[config.mk]
export PLATFORM = sky130hd
export DESIGN_NAME = ringosc_meter
export DESIGN_NICKNAME = d
export VERILOG_FILES = /design/src/rtl/ringosc_meter.sv
export SDC_FILE = /design/constraint.sdc
export NUM_CORES = 1
export LEC_CHECK = 0
export CAP_MARGIN = 20
export CORE_ASPECT_RATIO = 1.2
export CORE_MARGIN = 2
export CORE_UTILIZATION = 60
export CTS_BUF_LIST = sky130_fd_sc_hd__clkbuf_4 sky130_fd_sc_hd__clkbuf_8
export DETAILED_ROUTE_END_ITERATION = 10
export PLACE_DENSITY = 0.95
export SYNTH_ARGS = -nofsm -noshare
export SYNTH_HDL_FRONTEND = slang
export SYNTH_SLANG_ARGS = --single-unit
[constraint.sdc]
create_clock -name clk -period 4.43 [get_ports clk]
set_clock_uncertainty 0.1 [all_clocks]
set_input_delay 0.886 -clock clk [delete_from_list [all_inputs] [get_ports clk]]
set_output_delay 0.886 -clock clk [all_outputs]
set_load 0.02 [all_outputs]
[src/rtl/ringosc_meter.sv]
// Ring-oscillator measurement front end: enables the oscillator, lets it settle, then counts
// synchronized rising edges of its output over a programmable window of reference clocks.
module ringosc_meter #(
    parameter int unsigned CNT_WIDTH  = 16,
    parameter int unsigned WIN_WIDTH  = 16,
    parameter int unsigned SETTLE_CYC = 8
) (
    input  logic                 clk,
    input  logic                 rst_n,
    input  logic                 start,
    input  logic [WIN_WIDTH-1:0] win_len,
    input  logic                 osc_in,
    output logic                 osc_en,
    output logic                 busy,
    output logic                 done,
    output logic [CNT_WIDTH-1:0] count,
    output logic                 overflow
);

    typedef enum logic [1:0] {
        StIdle,
        StSettle,
        StMeasure,
        StDone
    } state_e;

    localparam logic [7:0] SettleLoad = 8'(SETTLE_CYC - 1);

    state_e                 r_state;
    state_e                 w_state_next;

    logic                   r_s1;
    logic                   r_s2;
    logic                   r_s3;
    logic                   w_edge;

    logic [7:0]             r_settle_cnt;
    logic [WIN_WIDTH-1:0]   r_win_len;
    logic [WIN_WIDTH-1:0]   r_win_cnt;
    logic [CNT_WIDTH-1:0]   r_count;
    logic                   r_overflow;

    logic                   w_start_acc;
    logic                   w_settle_end;
    logic                   w_win_last;
    logic                   w_count_en;

    assign w_edge       = r_s2 & ~r_s3;
    assign w_start_acc  = (r_state == StIdle) & start;
    assign w_settle_end = (r_state == StSettle) && (r_settle_cnt == 8'd0);
    // Treat <=1 as the last cycle so a corrupted counter can never stall the FSM.
    assign w_win_last   = (r_state == StMeasure) && (r_win_cnt <= WIN_WIDTH'(1));
    assign w_count_en   = (r_state == StMeasure) & w_edge;

    // State register
    always_ff @(posedge clk or negedge rst_n) begin
        if (!rst_n) begin
            r_state <= StIdle;
        end else begin
            r_state <= w_state_next;
        end
    end

    // Next-state logic
    always_comb begin
        w_state_next = r_state;
        case (r_state)
            StIdle: begin
                if (start) begin
                    w_state_next = StSettle;
                end
            end
            StSettle: begin
                if (r_settle_cnt == 8'd0) begin
                    w_state_next = (r_win_len == '0) ? StDone : StMeasure;
                end
            end
            StMeasure: begin
                if (w_win_last) begin
                    w_state_next = StDone;
                end
            end
            StDone: begin
                w_state_next = StIdle;
            end
            default: begin
                w_state_next = StIdle;
            end
        endcase
    end

    // Output decode
    always_comb begin
        osc_en = 1'b0;
        busy   = 1'b0;
        done   = 1'b0;
        unique case (r_state)
            StIdle: begin
                osc_en = 1'b0;
                busy   = 1'b0;
            end
            StSettle, StMeasure: begin
                osc_en = 1'b1;
                busy   = 1'b1;
            end
            StDone: begin
                busy = 1'b1;
                done = 1'b1;
            end
            default: begin
                osc_en = 1'b0;
            end
        endcase
    end

    // osc_in is asynchronous to clk; s3 holds history for edge detection.
    always_ff @(posedge clk or negedge rst_n) begin
        if (!rst_n) begin
            r_s1 <= 1'b0;
            r_s2 <= 1'b0;
            r_s3 <= 1'b0;
        end else begin
            r_s1 <= osc_in;
            r_s2 <= r_s1;
            r_s3 <= r_s2;
        end
    end

    always_ff @(posedge clk or negedge rst_n) begin
        if (!rst_n) begin
            r_settle_cnt <= 8'd0;
        end else if (w_start_acc) begin
            r_settle_cnt <= SettleLoad;
        end else if ((r_state == StSettle) && (r_settle_cnt != 8'd0)) begin
            r_settle_cnt <= r_settle_cnt - 8'd1;
        end
    end

    always_ff @(posedge clk or negedge rst_n) begin
        if (!rst_n) begin
            r_win_len <= '0;
        end else if (w_start_acc) begin
            r_win_len <= win_len;
        end
    end

    always_ff @(posedge clk or negedge rst_n) begin
        if (!rst_n) begin
            r_win_cnt <= '0;
        end else if (w_settle_end) begin
            r_win_cnt <= r_win_len;
        end else if ((r_state == StMeasure) && (r_win_cnt != '0)) begin
            r_win_cnt <= r_win_cnt - WIN_WIDTH'(1);
        end
    end

    // Saturating edge counter; overflow is sticky until the next accepted start.
    always_ff @(posedge clk or negedge rst_n) begin
        if (!rst_n) begin
            r_count    <= '0;
            r_overflow <= 1'b0;
        end else if (w_start_acc) begin
            r_count    <= '0;
            r_overflow <= 1'b0;
        end else if (w_count_en) begin
            if (&r_count) begin
                r_overflow <= 1'b1;
            end else begin
                r_count <= r_count + CNT_WIDTH'(1);
            end
        end
    end

    assign count    = r_count;
    assign overflow = r_overflow;

endmodule
# Yosys cells after proc, flatten, opt, wreduce, memory -nomap -nowiden
# Index checks and enable logic that the tools add are counted.
dict set report totals {
  regBits 62
  input_bits 20
  out_inout_bits 20
  elab_cells 61
}
dict set report classes {
  addsub 3
  order_cmp 1
  eq_ne 7
  muxes 18
  bitwise 4
  reduce_logical 19
}
# operator count
set op_table {}
lappend op_table {{two-way mux 16 bit} 5}
lappend op_table {{adder 16 x 1 -> 16 bit (second input constant)} 1}
lappend op_table {{<= comparator 16 x 1 -> 1 bit (second input constant)} 1}
lappend op_table {{logical NOT 16 bit} 1}
lappend op_table {{two-way mux 8 bit} 2}
lappend op_table {{AND reduction 16 bit} 1}
lappend op_table {{nonzero test 16 bit} 1}
lappend op_table {{subtractor 16 x 1 -> 16 bit (second input constant)} 1}
lappend op_table {{logical NOT 8 bit} 1}
lappend op_table {{inequality test 2 bit (second input constant)} 4}
lappend op_table {{case mux 2 bit (4 select lines)} 1}
lappend op_table {{nonzero test 2 bit} 4}
lappend op_table {{nonzero test 8 bit} 1}
lappend op_table {{subtractor 8 x 1 -> 8 bit (second input constant)} 1}
lappend op_table {{two-way mux 1 bit} 6}
lappend op_table {{two-way mux 2 bit} 3}
lappend op_table {{equality test 2 bit (second input constant)} 2}
lappend op_table {{logical AND 1 bit} 4}
lappend op_table {{AND reduction 2 bit} 2}
lappend op_table {{AND 1 bit} 3}
lappend op_table {{AND reduction 3 bit} 1}
lappend op_table {{OR reduction 3 bit} 1}
lappend op_table {{equality test 2 x 1 -> 1 bit (second input constant)} 1}
lappend op_table {{logical NOT 2 bit} 1}
lappend op_table {{other kinds (3)} 3}

# Longest topological paths before layout
# Gate-level depths: netlist of run 1.
dict set report depth {
  word_depth 5
  depth_mapped 8
  ltp_nobuf 7
}

# Least setup slack after synthesis of run 1
# OpenSTA, ideal clock, no wires.
dict set report synth_timing {
  kind {flip-flop to flip-flop}
  from {register r_state[0]}
  to {register r_win_cnt[15]}
  setup_ns 0.137
  arrival_time_ns 1.995
  required_time_ns 4.193
  slack_ns 2.197
  path_stages_with_launch 8
  path_buffers 0
  period_less_slack_ns 2.233
  cell_sequence {dfrtp_1 inv_1 ha_1 nor4b_1 nand3b_1 nor4_1 xnor2_1 a21oi_1}
}
dict set report synth_via {
  elab_chain_len 3
  word_cells_on_any_way 6
  cone_classes {eq/ne: 2; mux: 1; reduce/logical: 3}
}
# element line_no
set synth_rtl {}
lappend synth_rtl {{start, declared} 29} ;# state_e r_state;
lappend synth_rtl {{start signal, assigned} 58} ;# r_state <= StIdle;
lappend synth_rtl {{start signal, assigned} 60} ;# r_state <= w_state_next;
lappend synth_rtl {{equality test 2 x 1 -> 1 bit or equality test 2 bit (tied branches)} {50, 152}}
lappend synth_rtl {{logical AND 1 bit (on tied branches)} {50, 152}}
lappend synth_rtl {{two-way mux 16 bit or nonzero test 2 bit (tied branches)} -}
lappend synth_rtl {{end signal, assigned} 151} ;# r_win_cnt <= r_win_len;
lappend synth_rtl {{end signal, assigned} 153} ;# r_win_cnt <= r_win_cnt - WIN_WIDTH'(1);
lappend synth_rtl {{end, declared} 39} ;# logic [WIN_WIDTH-1:0] r_win_cnt;
# Several ways; a longest one is shown, not always the timed one.
# A chain may end at the register's enable or synchronous reset.

# Worst setup path after layout of run 1
dict set report layout_timing {
  from {register r_state[1]}
  to {output osc_en}
}
dict set report layout_via {
  elab_chain_len 3
  word_cells_on_any_way 4
  cone_classes {eq/ne: 2; mux: 1; reduce/logical: 1}
}
# element line_no
set layout_rtl {}
lappend layout_rtl {{equality test 2 bit or equality test 2 x 1 -> 1 bit (tied branches)} 97} ;# unique case (r_state)
lappend layout_rtl {{OR reduction 2 bit *} 97}
lappend layout_rtl {{two-way mux 1 bit *} 97}
lappend layout_rtl {{end, declared} 13} ;# output logic osc_en,
# Every way passes the cells marked *; elsewhere a longest branch is shown, timed or not.

==> run summary, run 1 <==
Outcome - finished clean
Tcrit/Tclk final - 0.626
Power share of the clock group - 0.445
Routed Antenna Nets - 0
Sequential share of the synthesized area - 0.494
Worst slew margin - 0.313
FF+latch count, synth - 62
Ys Warns - 0
Cell count after synthesis - 337
H-tree depth - 3
Final net count - 411
Power density cells - 284 nW/um^2
Via Count - 2724
Starting Density - 0.632
Crit path DAT - 1.79 ns
Min-Delay Path Class - reg -> reg
Main synth FF type - dfrtp_1
Die span in y - 83.3 um
Crit Path Max Fanout - 5
Fill cell count - 316
Diodes inserted - 0
Post-synth ARST share - 1.00
Die area - 5840 um^2
Synth unique cells - 40
Core area - 4970 um^2
Hold_buf cts - 0
Io pins - 40
Die width - 70.1 um
Required @ worst endpoint - 3.44 ns
Wire per inst - 16.6 um
Syn avg cell area - 9.33 um^2
Post-synth EDFFs - 0
Drt pass-1 iters - 4
Peak VDD IR - 0.213 mV
Cells after DPL - 428
IO Port Bufs - 39
First-pass GRT wire length - 12.3 mm
Final Cell Area - 3780 um^2
Unrepaired setup endpoints after global routing - no
Post-Layout Cell Count - 445
Worst Max-Slew Pin Slew - 1.02 ns
CP endpoint kind - output pin
CTS root buf - clkbuf_8
Setup TNS - 0 ns
Final Max Tran Viols - 0
Comb pwr share - 0.027
Share of cells above drive strength 1 - 0.0701
Clk slew on worst S/H paths - 0.06 ns
Hold_ws - 0.279 ns
Final hold vios - 0
Utilization after layout - 0.761
Flop pwr share - 0.528
FF-to-FF Start - r_state[0]
Finish-stage setup viols - 0
Max_cap viols - 0
Hold_sp - r_s1
FMAX - 360 MHz
Clock latency on the worst-skew pair - 0.34 ns
Leak pwr - 1.77 nW
Area Growth Syn to Fin - 20.4%
Sw Share - 0.209
CTS max path bufs - 2
Internal power - 0.851 mW
Cts bufs inserted - 9
Hold path depth - 0
Cell Rows - 28
Worst r2r dst - r_win_cnt[15]
First-iteration detailed-routing DRC count - 205
Hold EP - r_s2
WL final - 7.39 mm
Vias per inst - 6.12
Min cycle time layout - 2.77 ns
Setup CP Type - reg -> out
Largest net degree at the start of global routing - 34
Vias in the first global route - 2677
Dpl hpwl - 5.11 mm
CTS tree - built
Switching power - 0.225 mW
Congestion Overflow GR - 0
Post-synthesis net count - 368
Initial antenna violation count - 0
DR DRC count - 0
Worst reg2reg path depth - 7
Gpl congestion - 0.849
Setup bufs post-CTS - 0
CTS Sinks - 62
R2r setup slk - 1.68 ns
Placed inst area - 3580 um^2
Startpoint Class - register
CTS resizes - 0
Global-route usage over all layers - 0.267
Synth Cell Area - 3140 um^2
==> area by class of cell <==
class                      instances  area, um^2  share of cell area
inverter                           9        33.8             0.00893
clock buffer                      11         139              0.0367
sequential                        62        1550               0.410
timing repair buffer              42         415               0.110
multi-input combinational        256        1520               0.402
clock inverter                     5        50.0              0.0132
tap                               60        75.1              0.0198
==> registers in the layout, summed over array words and instances, names as in the netlist, 2 cells and up <==
name	flops
r_state	2
count	16
r_win_cnt	16
r_win_len	16
r_settle_cnt	8
==> synth_stat cells, types with 2 or more instances <==
| cell type | instances | area, um^2 |
|---|---|---|
| dfrtp_1 | 62 | 1550 |
| nand2_1 | 62 | 233 |
| nor2_1 | 43 | 161 |
| a21oi_1 | 16 | 80.1 |
| nor4_1 | 12 | 75.1 |
| xnor2_1 | 12 | 105 |
| ha_1 | 11 | 138 |
| xor2_1 | 11 | 96.3 |
| nand3_1 | 10 | 50.1 |
| clkbuf_1 | 9 | 33.8 |
| inv_1 | 9 | 33.8 |
| nor3_1 | 9 | 45.0 |
| o21ai_0 | 8 | 40.0 |
| nand4_1 | 6 | 37.5 |
| nor4b_1 | 6 | 52.6 |
| a31oi_1 | 5 | 31.3 |
| or3_1 | 5 | 31.3 |
| or4_1 | 5 | 37.5 |
| a211oi_1 | 3 | 22.5 |
| and3_1 | 3 | 18.8 |
| nand3b_1 | 3 | 22.5 |
| o211ai_1 | 3 | 22.5 |
| or4_4 | 3 | 33.8 |
| mux2i_1 | 2 | 20.0 |
| nand4b_1 | 2 | 17.5 |
| nor3b_1 | 2 | 15.0 |
| o31ai_1 | 2 | 15.0 |
==> placed cells by master, fill, tap and decap left out, types with 2 or more instances in the layout <==
master	synthesis	final
or4_4	3	3
buf_4	0	2
inv_1	9	9
mux2i_1	2	2
a21oi_1	16	16
a31oi_1	5	5
nor4b_1	6	6
xnor2_1	12	12
o211ai_1	3	3
nor3b_1	2	2
and3_1	3	3
nor4_1	12	12
clkdlybuf4s50_1	0	38
nand4b_1	2	2
clkbuf_4	0	2
nand3_1	10	10
o31ai_1	2	2
nor3_1	9	9
clkbuf_8	0	9
o21ai_0	8	8
clkinv_2	0	4
nor2_1	43	43
dfrtp_1	62	62
a211oi_1	3	3
nand4_1	6	6
or3_1	5	5
or4_1	5	5
xor2_1	11	11
nand3b_1	3	3
nand2_1	62	62
ha_1	11	11
==> through the flow <==
step,setup slack [ns],total power [mW]
2_1_floorplan,2.20,0.579
3_3_place_gp,1.68,0.609
3_5_place_dp,1.62,0.608
4_1_cts,1.63,1.09
5_1_grt,1.53,1.11
6_report,1.66,1.08
==> kinds of logic after synthesis <==
logic type,count (synthesis),synth area share
buf+inv,19,0.0227
fa+ha+maj,11,0.0438
compound gates,43,0.0836
flops,62,0.494
mux,3,0.0111
xor+xnor,23,0.0641
simple gates,176,0.281
==> worst max-delay path by stage <==
stage	start	to	cells past startpoint
2_1_floorplan	r_state[0]	r_win_cnt[15]	7
3_3_place_gp	start	r_win_len[2]	5
3_5_place_dp	start	count[2]	4
4_1_cts	r_state[1]	osc_en	3
5_1_grt	r_state[0]	r_win_cnt[15]	7
6_report	r_state[1]	osc_en	3
==> power by group through the flow <==
| stage | Combinational [mW] | Sequential (mW) | Clock, mW |
|---|---|---|---|
| CTS | 0.0299 | 0.568 | 0.487 |
| finish | 0.0290 | 0.568 | 0.479 |
| floorplan | 0.000482 | 0.578 | 0 |
| detailed placement | 0.0298 | 0.579 | 0 |
| global route | 0.0322 | 0.568 | 0.512 |
| global placement | 0.0300 | 0.579 | 0 |
==> critical path: stages, from the launching register on <==
cell and delay, ns:
dfrtp_1 0.42, inv_1 0.10, ha_1 0.32, clkdlybuf4s50_1 0.61
==> per-layer routing <==
layer | GRT usage | wire length [um] | vias up
met4 | 0.0979 | 148 | 0
li1 | - | - | 1273
met3 | 0.0728 | 356 | 20
met5 | 0 | 0 | -
met2 | 0.461 | 3880 | 101
met1 | 0.315 | 3010 | 1330
No activity file was read; power rests on OpenSTA's default activity.
==> run 2: changes to the inputs <==
Settings changed: CORE_UTILIZATION 60 to 57, PLACE_DENSITY 0.95 to 0.91.
Clock period 4.43 ns to 2.6 ns, I/O delays scaled along.
==> run 2 against run 1 <==
- die area rose by 5.0%
- cell count rose by 1.3%
- combinational power grew 74%
- critical path depth unchanged
- utilization shrank 4.2 points
==> run summary, run 2 (synthesis gave the netlist of run 1 again) <==
Outcome - finished clean
Global-route usage over all layers - 0.250 (-0.0161)
Largest net degree at the start of global routing - 41 (+21%)
Die width - 71.8 um (+2.4%)
Final net count - 415 (+0.97%)
Post-Layout Cell Count - 451 (+1.3%)
Die area - 6130 um^2 (+5.0%)
Congestion Overflow GR - 0 (unchanged)
Routed Antenna Nets - 0 (unchanged)
Crit path DAT - 1.81 ns (+0.02 ns)
CTS root buf - clkbuf_8
Dpl hpwl - 4.84 mm (-5.2%)
CTS max path bufs - 2 (unchanged)
Power density cells - 465 nW/um^2 (+64%)
Cell Rows - 29 (+3.6%)
Min cycle time layout - 2.43 ns
Worst slew margin - 0.470 (+0.157)
DR DRC count - 0 (unchanged)
Required @ worst endpoint - 1.98 ns (-1.46 ns)
Starting Density - 0.593 (-0.0385)
R2r setup slk - 0.19 ns (-1.49 ns)
Final Max Tran Viols - 0 (unchanged)
Met2 Usage GRT - 0.429 (-0.0322)
Cells after DPL - 435 (+1.6%)
Startpoint Class - register
H-tree depth - 3 (unchanged)
GRT busiest layer - met2
Vias in the first global route - 2625 (-1.9%)
Max_cap viols - 0 (unchanged)
Area Growth Syn to Fin - 21.2%
Pre-CTS setup slack - 0.223 ns (-1.40 ns)
Final hold vios - 0 (unchanged)
Gpl congestion - 0.860 (+1.3%)
Core area - 5300 um^2 (+6.5%)
WL final - 6.97 mm (-5.7%)
Routing usage on met1 - 0.311 (-0.00439)
Hold_buf cts - 0 (unchanged)
Crit Path Max Fanout - 5 (unchanged)
CTS tree - built
Diodes inserted - 0 (unchanged)
Peak VDD IR - 0.438 mV (+110%)
IO Port Bufs - 39 (unchanged)
Io pins - 40 (unchanged)
Setup bufs post-CTS - 0 (unchanged)
Min-Delay Path Class - in -> async
Cts bufs inserted - 9 (unchanged)
CTS resizes - 0 (unchanged)
Via Count - 2639 (-3.1%)
First-iteration detailed-routing DRC count - 204 (-0.49%)
Setup CP Type - reg -> out
Total power - 1.77 mW (+65%)
First-pass GRT wire length - 11.9 mm (-3.3%)
FMAX - 411 MHz
Clock latency on the worst-skew pair - 0.35 ns (about the same)
Utilization after layout - 0.719 (-0.0419)
Unrepaired setup endpoints after global routing - yes
Initial antenna violation count - 0 (unchanged)
Drt pass-1 iters - 4 (unchanged)
Vias per inst - 5.85 (-4.4%)
PnR worst setup slack - 0.169 ns (-1.49 ns)
Most frequent cells in the layout - 62 x nand2_1, 62 x dfrtp_1, 43 x nor2_1
CTS Sinks - 62 (unchanged)
Tcrit/Tclk final - 0.935
Finish-stage setup viols - 0 (unchanged)
Leak pwr - 1.77 nW (+0.11%)
Worst Max-Slew Pin Slew - 0.788 ns (-0.233 ns)
Share of cells above drive strength 1 - 0.0797 (+0.00956)
CP endpoint kind - output pin
Die span in y - 85.3 um (+2.5%)
Clk slew on worst S/H paths - 0.07 ns (about the same)
Met3 Use GR - 0.0618 (-0.0111)
Wire per inst - 15.5 um (-7.0%)
Fill cell count - 385 (+22%)
[run 2: cell type report]
class	count	area, um^2	share of cell area
inverters	9	33.8	0.00887
repair buffers	46	450	0.118
clock inverters	6	37.5	0.00986
clock buffers	10	138	0.0361
well taps	62	77.6	0.0204
flip-flops and latches	62	1550	0.407
multi-input cells	256	1520	0.399
[run 2: layer usage]
metal,part of all wire,vias up,wire length (um)
met3,0.052,9,359
met5,0,-,0
li1,-,1280,-
met1,0.43,1285,2980
met4,0.011,0,74
met2,0.51,65,3550
[run 2: metrics by stage]
stage / TNS [ns] / instance area, um^2 / hold slack [ns]
floorplan: 0 / 3140 / 0.124
global route: -0.00105 / 3810 / 0.0845
CTS: 0 / 3810 / 0.0565
finish: 0 / 3810 / 0.0531
detailed placement: 0 / 3630 / 0.238
global placement: 0 / 3630 / 0.241
[run 2: final timing paths]
kind	start	endpoint	cells after the start
worst max-delay path	r_state[1]	osc_en	3
worst min-delay path	rst_n	r_win_cnt[9]	1
worst max register to register	r_state[0]	count[11]	6
worst min register to register	r_s1	r_s2	0
max in group asynchronous	rst_n	count[10]	2
min in group clk	r_s1	r_s2	0
[run 2: power breakdown]
| group | total (mW) | internal [mW] | switching, mW |
|---|---|---|---|
| logic | 0.0506 | 0.0276 | 0.0230 |
| registers | 0.967 | 0.967 | 0.000819 |
| clock network | 0.753 | 0.366 | 0.388 |
[run 2: critical path, cell delays in order, from the launching register on]
cell and delay [ns]:
dfrtp_1 0.42, inv_1 0.11, ha_1 0.32, clkdlybuf4s50_1 0.61
==> run 3: changes to the inputs <==
Settings changed: CAP_MARGIN 20 to not set, MAX_ROUTING_LAYER set to met4, TNS_END_PERCENT set to 20.
==> run 3 against run 2 <==
- largest cell class unchanged
- power increased by 1.2%
- highest routed layer unchanged
- global-route usage grew 0.52 points
- fmax up 0.52%
- register-to-register slack better by 0.03 ns
==> run summary, run 3 (synthesis gave the netlist of run 1 again) <==
Routing usage on met1 - 0.318 (+0.00710)
Starting Density - 0.593 (unchanged)
Worst Max-Slew Pin Slew - 0.739 ns (-0.0490 ns)
Critical path's slowest cell - clkdlybuf4s50_1
Largest net degree at the start of global routing - 36 (-12%)
Gpl congestion - 0.901 (+4.8%)
FF-to-FF Start - r_state[0]
Met3 Use GR - 0.0618 (unchanged)
Routed Antenna Nets - 0 (unchanged)
Final net count - 416 (+0.24%)
Global-route usage over all layers - 0.256 (+0.00523)
CP endpoint kind - output pin
GRT busiest layer - met2
Crit. Startpoint - r_state[1]
Required @ worst endpoint - 1.98 ns (about the same)
Worst r2r dst - r_win_cnt[9]
Area Growth Syn to Fin - 22.7%
Outcome - finished clean
Top delay family on crit path - buffers and inverters
Cell Rows - 29 (unchanged)
Drt pass-1 iters - 5 (+1)
Hold_ws - 0.114 ns (+0.0606 ns)
DR DRC count - 0 (unchanged)
Initial antenna violation count - 0 (unchanged)
Core area - 5300 um^2 (unchanged)
Cts bufs inserted - 9 (unchanged)
First-iteration detailed-routing DRC count - 165 (-19%)
Crit path depth - 3 (unchanged)
Wire per inst - 15.4 um (-0.25%)
Die width - 71.8 um (unchanged)
Leak pwr - 1.79 nW (+0.90%)
Most frequent cells in the layout - 62 x nand2_1, 62 x dfrtp_1, 43 x nor2_1
Final Max Tran Viols - 0 (unchanged)
Crit path DAT - 1.80 ns (about the same)
Setup CP Type - reg -> out
Min cycle time layout - 2.42 ns (-0.0127 ns)
Die span in y - 85.3 um (unchanged)
Setup bufs post-CTS - 0 (unchanged)
CTS root buf - clkbuf_8
Total power - 1.79 mW (+1.2%)
WL final - 6.97 mm (about the same)
Dpl hpwl - 4.83 mm (-0.31%)
Unrepaired setup endpoints after global routing - yes
Critical path's largest stage delay - 0.61 ns (about the same)
Utilization after layout - 0.728 (+0.00898)
CTS Sinks - 62 (unchanged)
Clk slew on worst S/H paths - 0.07 ns (about the same)
Io pins - 40 (unchanged)
Fill cell count - 381 (-1.0%)
Die area - 6130 um^2 (unchanged)
R2r setup slk - 0.22 ns (+0.03 ns)
CTS tree - built
Startpoint Class - register
Met2 Usage GRT - 0.407 (-0.0227)
CP bufs+invs - 2 (unchanged)
Clock latency on the worst-skew pair - 0.34 ns (about the same)
Critical Path, Cell by Cell - inv_1 > ha_1 > clkdlybuf4s50_1
Max_cap viols - 0 (unchanged)
Vias in the first global route - 2575 (-1.9%)
Diodes inserted - 0 (unchanged)
Crit Path Max Fanout - 5 (unchanged)
Worst Setup EP - osc_en
FMAX - 413 MHz (+0.52%)
IO Port Bufs - 39 (unchanged)
Via Count - 2627 (-0.45%)
Worst slew margin - 0.506 (+0.0363)
Tcrit/Tclk final - 0.930 (-0.00488)
Vias per inst - 5.81 (-0.67%)
First-pass GRT wire length - 11.7 mm (-1.7%)
Min-Delay Path Class - in -> async
Congestion Overflow GR - 0 (unchanged)
Share of cells above drive strength 1 - 0.0897 (+0.0101)
CTS max path bufs - 2 (unchanged)
Peak VDD IR - 0.330 mV (-25%)
Finish-stage setup viols - 0 (unchanged)
Power density cells - 465 nW/um^2 (about the same)
H-tree depth - 3 (unchanged)
Worst reg2reg path depth - 8 (+2)
Final hold vios - 0 (unchanged)
## run 3: cell types whose count changed in the layout (fill, tap and decap cells not counted), sizes merged
cell      before  now
clkinvlp       3    2
buf            8    9
clkbuf        10   11
## run 3: how the worst min path moves through the flow
stage	end	startpoint	slack [ns]
after global routing	r_win_cnt[12]	rst_n	0.14
after global placement	r_s2	r_s1	0.24
after detailed placement	r_s2	r_s1	0.25
after CTS	r_win_cnt[12]	rst_n	0.12
final	r_win_cnt[12]	rst_n	0.11
after floorplan	count[0]	rst_n	0.12
## run 3: layout make-up
| class | count | area (um^2) | share of cell area |
|---|---|---|---|
| clock inverter | 5 | 33.8 | 0.00876 |
| tap | 62 | 77.6 | 0.0201 |
| clock buffer | 11 | 151 | 0.0393 |
| sequential | 62 | 1550 | 0.402 |
| timing repair buffer | 47 | 470 | 0.122 |
| inverter | 9 | 33.8 | 0.00876 |
| multi-input combinational | 256 | 1540 | 0.399 |
## run 3: metrics by stage
step | worst slack (ns) | setup TNS, ns | std cells | area [um^2]
2_1_floorplan | 0.367 | 0 | 337 | 3140
3_3_place_gp | 0.290 | 0 | 436 | 3650
3_5_place_dp | 0.232 | 0 | 436 | 3650
4_1_cts | 0.156 | 0 | 452 | 3840
5_1_grt | -0.0289 | -0.0289 | 452 | 3860
6_report | 0.181 | 0 | 452 | 3860
## run 3: report_power, final
part | internal (mW) | total, mW | leakage, nW | switching, mW
logic | 0.0276 | 0.0506 | 0.951 | 0.0230
registers | 0.967 | 0.967 | 0.746 | 0.000940
clock network | 0.396 | 0.775 | 0.0913 | 0.379
total | 1.39 | 1.79 | 1.79 | 0.403
## run 3: per-layer routing
layer	wire length [um]	vias up
li1	-	1282
met1	2970	1269
met2	3610	72
met3	348	4
met4	36	0
met5	0	-
## run 3: what timing repair did
item / 4_1_cts / 5_1_grt
resized for setup: 0 / 3
endpoints found under the setup margin: 0 / 2
hold buffers: 0 / 0
